**src/rtl/gameconsole_pkg.sv**
```systemverilog
// gameconsole_pkg: shared VRAM geometry constants and background fetcher types.
package gameconsole_pkg;
  localparam int MAP_ADDR_W  = 12;
  localparam int TILE_IDX_W  = 10;
  localparam int MAP_DATA_W  = TILE_IDX_W + 4;
  localparam int TILE_ADDR_W = TILE_IDX_W + 3;
  localparam int TILE_DATA_W = 32;
  localparam int PAL_ADDR_W  = 8;
  localparam int PAL_DATA_W  = 16;
  typedef struct packed {
    logic [3:0]            pal_row;
    logic [TILE_IDX_W-1:0] tile_idx;
  } bg_map_entry_t;
  typedef enum logic [2:0] {IDLE, MAP, TILE, PIX, DRAIN} bg_fetch_state_e;
endpackage

```
**src/rtl/bg_pix_pipe.sv**
```systemverilog
// bg_pix_pipe: one-stage register carrying a palette read issue to its line buffer write.
module bg_pix_pipe #(
  parameter int PIX_ADDR_W = 8
) (
  input  logic                  clk,
  input  logic                  rst_n,
  input  logic                  issue,
  input  logic                  skip,
  input  logic [PIX_ADDR_W-1:0] x,
  output logic                  we,
  output logic [PIX_ADDR_W-1:0] addr
);
  logic valid, hold;
  always_ff @(posedge clk or negedge rst_n)
    if (!rst_n) begin
      valid <= 1'b0;
      hold  <= 1'b0;
      addr  <= '0;
    end else begin
      valid <= issue;
      hold  <= skip;
      if (issue) addr <= x;
    end
  assign we = valid & ~hold;
endmodule

```
**src/rtl/bg_line_fetcher.sv**
```systemverilog
// bg_line_fetcher: fetches one background scanline (map -> tile -> palette) into the line buffer.
// Optional BG_TRANSPARENT_EN: colour index 0 issues no palette read and no write.
module bg_line_fetcher
  import gameconsole_pkg::*;
#(
  parameter int SCREEN_W   = 256,
  parameter int MAP_W_LOG2 = 6,
  parameter int TILE_IDX_W = 10,
  parameter int PIX_ADDR_W = 8
) (
  input  logic                   clk,
  input  logic                   rst_n,
  input  logic                   start,
  input  logic [8:0]             line_y,
  input  logic [15:0]            scroll_x,
  input  logic [15:0]            scroll_y,
  output logic                   busy,
  output logic                   done,
  output logic                   map_ram_enb,
  output logic [MAP_ADDR_W-1:0]  map_ram_addrb,
  input  logic [MAP_DATA_W-1:0]  map_ram_doutb,
  output logic                   tile_ram_enb,
  output logic [TILE_ADDR_W-1:0] tile_ram_addrb,
  input  logic [TILE_DATA_W-1:0] tile_ram_doutb,
  output logic                   pal_ram_enb,
  output logic [PAL_ADDR_W-1:0]  pal_ram_addrb,
  input  logic [PAL_DATA_W-1:0]  pal_ram_doutb,
  output logic                   pix_we,
  output logic [PIX_ADDR_W-1:0]  pix_addr,
  output logic [PAL_DATA_W-1:0]  pix_data
);
  bg_fetch_state_e        state;
  logic [15:0]            wy, wx0, wx;
  logic [PIX_ADDR_W:0]    x;
  logic [3:0]             pal_row, pixel;
  logic [TILE_DATA_W-1:0] tile_word, row;
  logic                   fresh, pix_st, skip;
  bg_map_entry_t          me;
  assign me     = bg_map_entry_t'(map_ram_doutb);
  assign wx     = wx0 + 16'(x);
  assign pix_st = state == PIX;
  // the first PIX cycle of a tile reads the tile row straight off the RAM bus
  assign row    = fresh ? tile_ram_doutb : tile_word;
  assign pixel  = 4'(row >> {wx[2:0], 2'b00});
`ifdef BG_TRANSPARENT_EN
  assign skip = pixel == 4'd0;
`else
  assign skip = 1'b0;
`endif
  assign busy           = state != IDLE;
  assign done           = state == DRAIN;
  assign map_ram_enb    = state == MAP;
  assign map_ram_addrb  = map_ram_enb ? MAP_ADDR_W'({MAP_W_LOG2'(wy >> 3), MAP_W_LOG2'(wx >> 3)}) : '0;
  assign tile_ram_enb   = state == TILE;
  assign tile_ram_addrb = tile_ram_enb ? TILE_ADDR_W'({TILE_IDX_W'(me.tile_idx), wy[2:0]}) : '0;
  assign pal_ram_enb    = pix_st & ~skip;
  assign pal_ram_addrb  = pal_ram_enb ? PAL_ADDR_W'({pal_row, pixel}) : '0;
  assign pix_data       = pix_we ? pal_ram_doutb : '0;
  always_ff @(posedge clk or negedge rst_n)
    if (!rst_n) begin
      state     <= IDLE;
      wy        <= '0;
      wx0       <= '0;
      x         <= '0;
      pal_row   <= '0;
      tile_word <= '0;
      fresh     <= 1'b0;
    end else begin
      fresh <= state == TILE;
      case (state)
        IDLE:
          if (start) begin
            wy    <= 16'(line_y) + scroll_y;
            wx0   <= scroll_x;
            x     <= '0;
            state <= MAP;
          end
        MAP:   state <= TILE;
        TILE: begin
          pal_row <= me.pal_row;
          state   <= PIX;
        end
        PIX: begin
          if (fresh) tile_word <= tile_ram_doutb;
          x     <= x + 1'b1;
          state <= (x == (PIX_ADDR_W+1)'(SCREEN_W - 1)) ? DRAIN : (wx[2:0] == 3'd7) ? MAP : PIX;
        end
        default: state <= IDLE;
      endcase
    end
  bg_pix_pipe #(.PIX_ADDR_W(PIX_ADDR_W)) u_pipe (
    .clk   (clk),
    .rst_n (rst_n),
    .issue (pix_st),
    .skip  (skip),
    .x     (x[PIX_ADDR_W-1:0]),
    .we    (pix_we),
    .addr  (pix_addr)
  );
endmodule

```
**config.mk**
```make
export PLATFORM = sky130hd
export DESIGN_NAME = bg_line_fetcher
export DESIGN_NICKNAME = d
export VERILOG_FILES = /design/src/rtl/gameconsole_pkg.sv /design/src/rtl/bg_pix_pipe.sv /design/src/rtl/bg_line_fetcher.sv
export SDC_FILE = /design/constraint.sdc
export NUM_CORES = 1
export LEC_CHECK = 0
export ABC_AREA = 1
export CORE_MARGIN = 5
export CORE_UTILIZATION = 49
export CTS_CLUSTER_SIZE = 28
export DETAILED_ROUTE_END_ITERATION = 10
export HOLD_SLACK_MARGIN = 0.05
export PLACE_DENSITY_LB_ADDON = 0.15
export SLEW_MARGIN = 10
export SYNTH_ARGS = -nofsm -noshare
export SYNTH_HDL_FRONTEND = slang
export SYNTH_SLANG_ARGS = --single-unit
export TNS_END_PERCENT = 100
```
**constraint.sdc**
```tcl
create_clock -name clk -period 4.7 [get_ports clk]
set_clock_uncertainty 0.05 [all_clocks]
set_input_delay 0.94 -clock clk [delete_from_list [all_inputs] [get_ports clk]]
set_output_delay 0.94 -clock clk [all_outputs]
set_load 0.03 [all_outputs]
```
**Yosys cells after proc, flatten, opt, wreduce, memory -nomap -nowiden**

Index checks and enable logic that the tools add are counted.

- Add/sub/neg operators: 3
- Equality and inequality tests: 7
- Shifts and indexed selects: 1
- Muxes and demuxes: 11
- Reductions and logical operators: 5

Operators by type and width:

| kind | number |
|---|---|
| 2-to-1 mux 32 bit | 1 |
| right shift 32 x 5 -> 4 bit | 1 |
| adder 9 bit | 2 |
| one-hot mux 9 bit (2 select lines) | 1 |
| 2-to-1 mux 16 bit | 1 |
| 2-to-1 mux 13 bit | 1 |
| 2-to-1 mux 12 bit | 1 |
| one-hot mux 3 bit (4 select lines) | 1 |
| adder 9 x 1 -> 9 bit, second input constant | 1 |
| equality test 9 x 8 -> 1 bit, second input constant | 1 |
| 2-to-1 mux 9 bit | 1 |
| 2-to-1 mux 8 bit | 1 |
| equality test 3 x 2 -> 1 bit, second input constant | 2 |
| equality test 3 bit, second input constant | 2 |
| 2-to-1 mux 3 bit | 2 |
| AND reduction 2 bit | 2 |
| equality test 3 x 1 -> 1 bit, second input constant | 1 |
| zero test 3 bit | 1 |
| nonzero test 3 bit | 1 |
| 2-to-1 mux 2 bit | 1 |
| inequality test 2 bit, second input constant | 1 |
| nonzero test 2 bit | 1 |

- Bits in registers: 76
- Input port bits: 106
- Output and inout bits: 63

**Longest topological paths before layout**

Gate-level depths: netlist (run 1).

- Depth in word-level cells: 5
- Gate-level depth with buffers: 12
- Mapped depth without buffers: 11

**Modules after synthesis**

From an unflattened synthesis (run 1), not the netlist that was laid out.

- Cells, all modules: 683
- Area, all modules: 4744.6 µm²

By module, submodules not included:

| module | times used | cells an instance | area each (µm²) |
|---|---|---|---|
| bg_line_fetcher | 1 | 645 | 4381.7 |
| bg_pix_pipe | 1 | 38 | 362.8 |

**Worst setup path after synthesis (run 1)**

OpenSTA, ideal clock, no wires.

- Path type: flip-flop to output port
- From: register x[0]
- To: output pal_ram_addrb[0]
- Data arrival time: 2064 ps
- Required time: 3710 ps
- Setup slack: 1646 ps
- Cell stages (with the launch flop): 13
- Buffers on the path: 1
- Path through: dfrtp_1 > ha_1 > inv_1 > fa_1 > buf_2 > nor2_2 > nand3_1 > nand2_1 > inv_1 > nand2_1 > nand2_1 > nand2_1 > nor2_1

- Word-level cells in the longest chain between the ends: 3

RTL lines:

| item | line | text |
|---|---|---|
| start, declared | bg_line_fetcher.sv:34 | `logic [PIX_ADDR_W:0] x;` |
| start signal, assigned | bg_line_fetcher.sv:85 | `x <= x + 1'b1;` |
| adder 9 bit | bg_line_fetcher.sv:40 | `assign wx = wx0 + 16'(x);` |
| right shift 32 x 5 -> 4 bit | bg_line_fetcher.sv:44 | `assign pixel = 4'(row >> {wx[2:0], 2'b00});` |
| 2-to-1 mux 8 bit | bg_line_fetcher.sv:57 | `assign pal_ram_addrb = pal_ram_enb ? PAL_ADDR_W'({pal_row, pixel}) : '0;` |
| end, declared | bg_line_fetcher.sv:26 | `output logic [PAL_ADDR_W-1:0] pal_ram_addrb,` |

No other way between the ends.

**Worst setup path in the final report (run 1)**

- From: register x[0]
- To: output pal_ram_addrb[3]

Same word-level chain as after synthesis.

==> run metrics, run 1 <==
adder-cell area share of the yosys netlist 5.629%; Die Y-Extent 108.1 µm; first-pass GRT wire length 21280 µm; final hold violation count 0; Critical Path, Cell by Cell ha_1 > inv_1 > fa_1 > nor2_2 > nand3_1 > nand2_1 > inv_1 > nand2_1 > nand2_1 > nand2_1 > nor2_1 > clkdlybuf4s50_1; CTS Buffer Depth 2; setup TNS 0 ns; critical path arrival 3.23 ns; met1 Use GR 27.52%; Worst Min Path Start wy[7]; die area 11680 µm²; CTS tree built; GRT Overall Usage 22.40%; reg2reg setup slack 2.26 ns; met2 usage 38.14%; FF+latch count, synth 76; most common cell after layout, fill and taps aside nand2_1; hold path depth 2; r2r endpoint state[1]; vias in the first global route 4832; Final min period 4.217 ns; CTS H-Tree Depth 3; # nets final 940; Worst Setup SP x[0]; number of antenna violations at the first check in global routing 0; hpwl dp 9650 µm; DR iter-0 viols 254; gr ovfl total 0; worst path required time 3.71 ns; die width 108.1 µm; Worst Setup EP pal_ram_addrb[3]; Top cell by count, worst path nand2_1; fmax 0.2372 GHz; Crit-path slowest cell fa_1; DR WL/cell 13.38 µm; Syn Nets 797; Setup crit end kind output pin; Final GP Congestion 0.9140; port bufs 154; leakage power 3.175 nW; # IOs 169; Reg clk slew, reported paths 0.08 ns; synth warn 0; crit start category flop; pre-CTS setup slack 0.8580 ns; worst-path fanout max 10; Gates resized, CTS repair 0; CP Depth 12; P&R area growth vs syn 36.94%; Clock Latency Late Sink 0.34 ns; slew margin rel. 36.85%; Mapped Area 4712 µm²; total of max-cap violations 0; Hold WS 0.4389 ns; Mean Syn Cell Area 7.022 µm²; Final Cycle Share 89.71%; Vias 4765; drt pass-1 iters 5; share of cells above drive strength 1 3.907%; share of the yosys chip area belonging to registers 40.36%; PwrDens 689.0 nW/µm²; setup ws final 0.4834 ns; residual DRC count 0; Worst R2R Path Depth 7; clk root buf clkbuf_8; largest net degree at the start of global routing 77; Initial Utilization 50.52%; cts bufs inserted 9; GR Util met3 5.493%; Post-Layout Cell Count 948; main combinational cell family by area after synthesis simple AND/OR/NAND/NOR gates; status completed; final wirelength 12690 µm; clk sinks 76; Worst R2R Start x[0]; slowest stage delay, CP 0.77 ns; DR vias/cell 5.026; Tightest Pin Transition 0.9472 ns; synth unique cells 31; ANT cells 0; mux cell area share after synthesis 0%; post-synthesis compound-gate area fraction 9.904%; post-CTS setup buffer count 0; CP delay by family, top adder cells; Synth Area in Simple Gates 32.42%; Core ar. 9328 µm²; Fill cells 791; Post-Syn Instances 671; num rows 35; VDD IR-drop max 0.3394 mV; cts hold-fix bufs 0; endpoints failing setup 0; worst hold path type reg2reg; DRT antenna net count 0; placed insts 932; Final Max Slew Viols 0; most frequent cells in the layout nand2_1, clkdlybuf4s50_1, inv_1; worst path buffer plus inverter count 3; GR peak layer met2; Post-Synth XOR/XNOR Area 0.7435%; critical path class reg2out; RSZ-0062 raised after global routing false
[synth_stat cells]
library cell / instances / area (µm²)
nor2_1: 79 / 296.5
ha_1: 18 / 225.2
xor2_1: 1 / 8.760
nor3_4: 1 / 16.27
buf_2: 7 / 35.03
fa_1: 2 / 40.04
buf_4: 10 / 75.07
nand3_4: 1 / 17.52
buf_6: 4 / 45.04
o21ai_1: 1 / 5.000
nand3b_1: 4 / 30.03
nor2_2: 1 / 6.260
nor2_4: 1 / 11.26
nand3_2: 1 / 10.01
o21a_1: 1 / 7.510
or2_2: 1 / 6.260
a21oi_1: 17 / 85.08
xnor2_1: 3 / 26.28
clkbuf_1: 4 / 15.01
o32ai_1: 1 / 8.760
nor3_1: 1 / 5.000
o22ai_1: 3 / 18.77
o21ai_0: 25 / 125.1
a31oi_1: 32 / 200.2
nand2_1: 226 / 848.3
nand3_1: 56 / 280.3
inv_1: 86 / 322.8
o21bai_1: 1 / 7.510
dfrtp_1: 76 / 1902
inv_2: 6 / 22.52
o221ai_1: 1 / 8.760
[through the flow]
stage	util, %	cell area, µm²	power (mW)
detailed placement	67.16	6265	3.981
global route	69.18	6452	4.844
CTS	69.18	6452	4.462
finish	69.18	6452	4.446
global placement	67.16	6265	3.893
floorplan	-	4712	3.144
[flip-flops by register name, summed over array words and instances (netlist names)]
register	flops
wy	9
tile_word	32
fresh	1
wx0	9
u_pipe.valid	1
state	3
x	9
pal_row	4
u_pipe.addr	8
[per-layer routing]
layer	wire (µm)	vias to the layer above	part of all wire, %
li1	-	2404	-
met1	5251	2182	41
met2	6201	156	49
met3	1007	23	7.9
met4	226	0	1.8
met5	0	-	0
[worst min path at each step]
stage                        to  slack (ns)
after floorplan           wy[5]        0.40
after global placement    wy[7]        0.41
after detailed placement  wy[7]        0.42
after CTS                 wy[7]        0.44
after global routing      wy[7]        0.45
final                     wy[7]        0.44
[report_power, final]
| part | total [mW] | internal (mW) | leakage (nW) | switching, mW |
|---|---|---|---|---|
| sequential | 1.16 | 0.954 | 0.904 | 0.201 |
| clock | 0.468 | 0.233 | 0.0982 | 0.235 |
| combinational | 2.82 | 1.02 | 2.17 | 1.80 |
| total | 4.45 | 2.21 | 3.17 | 2.24 |
[kinds of logic (layout without fill, tap and decap cells)]
logic type / count (synthesis) / in the layout
AOI/OAI and AO/OA: 82 / 82
buffers and inverters: 117 / 265
xor gates and xnor gates: 4 / 4
and+or+nand+nor: 372 / 372
adders and majority gates: 20 / 20
DFF: 76 / 76
[final cells by class]
cell class | instances | area (µm²) | share of cell area, %
tap | 129 | 161.4 | 2.501
timing repair buffer | 157 | 1562 | 24.20
sequential | 76 | 1902 | 29.47
inverter | 92 | 345.3 | 5.352
clock inverter | 4 | 22.52 | 0.3490
clock buffer | 12 | 165.2 | 2.560
multi-input combinational | 478 | 2295 | 35.56
[tightest hold or removal path, stage by stage (launching register included)]
cell and delay (ns):
dfrtp_1 0.35, nand2_1 0.06, nand2_1 0.05
Note: power is estimated with default switching activity, not from simulation.
==> run 2, diff against run 1 <==
- CTS_CLUSTER_SIZE: 28 -> 12
- PLACE_DENSITY: default -> 0.86
- PLACE_DENSITY_LB_ADDON: 0.15 -> default
==> run 2 against run 1 <==
  * Worst setup slack got worse by 0.030 ns
  * Flip-flop and latch count did not move
  * Final cell count did not move
  * Utilization rose by 0.52 points
  * Clock power rose by 24%
  * Sequential power barely moved
  * Critical endpoint is now pal_ram_addrb[1]
  * Highest routed layer unchanged
==> run metrics, run 2 (same netlist as run 1, synthesis figures left out) <==
P&R area growth vs syn 37.97%; worst path buffer plus inverter count 3 (unchanged); Final Cycle Share 90.34% (+0.63 points); setup TNS 0 ns (unchanged); Initial Utilization 50.52% (unchanged); DR vias/cell 5.045 (+0.38%); CTS tree built; RSZ-0062 raised after global routing false; gr ovfl total 0 (unchanged); total of max-cap violations 0 (unchanged); Tightest Pin Transition 0.9488 ns (+0.001652 ns); die width 108.1 µm (unchanged); number of antenna violations at the first check in global routing 0 (unchanged); DR iter-0 viols 299 (+18%); Worst R2R Start x[0]; combinational fraction of design power 62.3% (-1.2 points); CTS Buffer Depth 2 (unchanged); CP Depth 12 (unchanged); Core ar. 9328 µm² (unchanged); Largest register FFs 32 (unchanged); cts bufs inserted 9 (unchanged); Sw Share 49.51% (-0.88 points); hpwl dp 10050 µm (+4.2%); critical path arrival 3.26 ns (+0.03 ns); placed insts 932 (unchanged); Gates resized, CTS repair 0 (unchanged); Reg clk slew, reported paths 0.08 ns (about the same); VDD IR-drop max 0.4485 mV (+32%); Final GP Congestion 0.8405 (-8.0%); Vias 4783 (+0.38%); DR WL/cell 13.87 µm (+3.6%); Worst Setup EP pal_ram_addrb[1]; most frequent cells in the layout nand2_1, clkdlybuf4s50_1, inv_1; # nets final 940 (unchanged); setup ws final 0.4538 ns (-0.02965 ns); slew margin rel. 36.74% (-0.11 points); reg2reg setup slack 2.40 ns (+0.14 ns); DRT antenna net count 0 (unchanged); Clock Latency Late Sink 0.34 ns (about the same); first-pass GRT wire length 21460 µm (+0.85%); Setup crit end kind output pin; GRT Overall Usage 22.60% (+0.20 points); Fill cells 765 (-3.3%); Final Max Slew Viols 0 (unchanged); die area 11680 µm² (unchanged); most common cell after layout, fill and taps aside nand2_1; worst hold path type reg2reg; drt pass-1 iters 5 (unchanged); Critical Path, Cell by Cell ha_1 > inv_1 > fa_1 > nor2_2 > nand3_1 > nand2_1 > inv_1 > nand2_1 > nand2_1 > nand2_1 > nor2_1 > clkdlybuf4s50_1; worst path required time 3.71 ns (about the same); sequential cell fraction of total power 25.1% (-0.9 points); status completed; share of cells above drive strength 1 3.785% (-0.12 points); final wirelength 13150 µm (+3.6%); num rows 35 (unchanged); CTS H-Tree Depth 3 (unchanged); Largest Register tile_word; port bufs 154 (unchanged); pre-CTS setup slack 0.8616 ns (+0.003587 ns); clk root buf clkbuf_8; vias in the first global route 4788 (-0.91%); r2r endpoint state[1]; clock power share 12.6% (+2.1 points); total net switching power 2.270 mW (+1.3%); CP delay by family, top adder cells; Crit-path slowest cell fa_1; clk sinks 76 (unchanged); leakage power 3.192 nW (+0.56%); final hold violation count 0 (unchanged); Internal 2.315 mW (+5.0%); PwrDens 705.2 nW/µm² (+2.3%); Post-Layout Cell Count 948 (unchanged); Post-DP Area 6265 µm² (unchanged); residual DRC count 0 (unchanged); worst-path fanout max 10 (unchanged); Final min period 4.246 ns (+0.02965 ns); ANT cells 0 (unchanged); slowest stage delay, CP 0.78 ns (about the same); post-route cell area 6501 µm² (+0.76%); cts hold-fix bufs 0 (unchanged); Die Y-Extent 108.1 µm (unchanged); # IOs 169 (unchanged); post-CTS setup buffer count 0 (unchanged); crit start category flop; Worst Setup SP x[0]; endpoints failing setup 0 (unchanged); Worst R2R Path Depth 7 (unchanged); Top cell by count, worst path nand2_1; largest net degree at the start of global routing 77 (unchanged); fmax 0.2355 GHz (-0.70%); critical path class reg2out
## run 2: cell count changes in the layout (fill, tap and decap cells not counted), sizes merged
cell,change
clkbuf,+1
clkinv,-3
bufinv,+2
## run 2: metal layers
| metal | GRT usage (%) | wire [µm] |
|---|---|---|
| met3 | 5.134 | 949 |
| met1 | 27.00 | 5352 |
| met2 | 41.07 | 6731 |
| met5 | 0 | 0 |
| met4 | 5.591 | 111 |
## run 2: power groups by stage
| stage | Clock, mW | Combinational [mW] | Sequential [mW] |
|---|---|---|---|
| floorplan | 0 | 1.99 | 1.16 |
| global placement | 0 | 2.75 | 1.14 |
| detailed placement | 0 | 2.83 | 1.16 |
| CTS | 0.587 | 2.86 | 1.15 |
| global route | 0.615 | 3.16 | 1.18 |
| finish | 0.579 | 2.86 | 1.15 |
## run 2: worst reg2reg max path: stages, from the launching register on
cell and delay [ns]:
dfrtp_1 0.45, ha_1 0.20, inv_1 0.05, fa_1 0.39
xnor2_1 0.64, nand2_1 0.20, nand2_1 0.10, nand3_1 0.07
## run 2: stage by stage
stage,util (%),hold slack (ns),power [mW]
6_report,69.70,0.4378,4.585
5_1_grt,69.70,0.4573,4.963
4_1_cts,69.70,0.4357,4.591
3_5_place_dp,67.16,0.4176,3.992
3_3_place_gp,67.16,0.4152,3.888
2_1_floorplan,-,0.3991,3.144
## run 2: cell type report
cell class | instances | area [µm²] | area share (%)
multi-input cells | 478 | 2295 | 35.30
clock inverters | 3 | 67.56 | 1.039
well taps | 129 | 161.4 | 2.483
repair buffers | 157 | 1562 | 24.02
flip-flops and latches | 76 | 1902 | 29.25
inverters | 92 | 345.3 | 5.312
clock buffers | 13 | 168.9 | 2.598
## run 2: worst min path at each step
stage / slack (ns) / cells after the start / end / start
after floorplan: 0.40 / 2 / wy[5] / wy[5]
after global placement: 0.42 / 2 / wy[8] / wy[8]
after detailed placement: 0.42 / 2 / wy[7] / wy[7]
after CTS: 0.44 / 2 / wy[7] / wy[7]
after global routing: 0.46 / 2 / wx0[0] / wx0[0]
final: 0.44 / 2 / wy[7] / wy[7]
==> run 3, diff against run 2 <==
- CAP_MARGIN: default -> 15
==> results of run 3 <==
No change in the layout: final DEF, timing and power equal those of run 2.
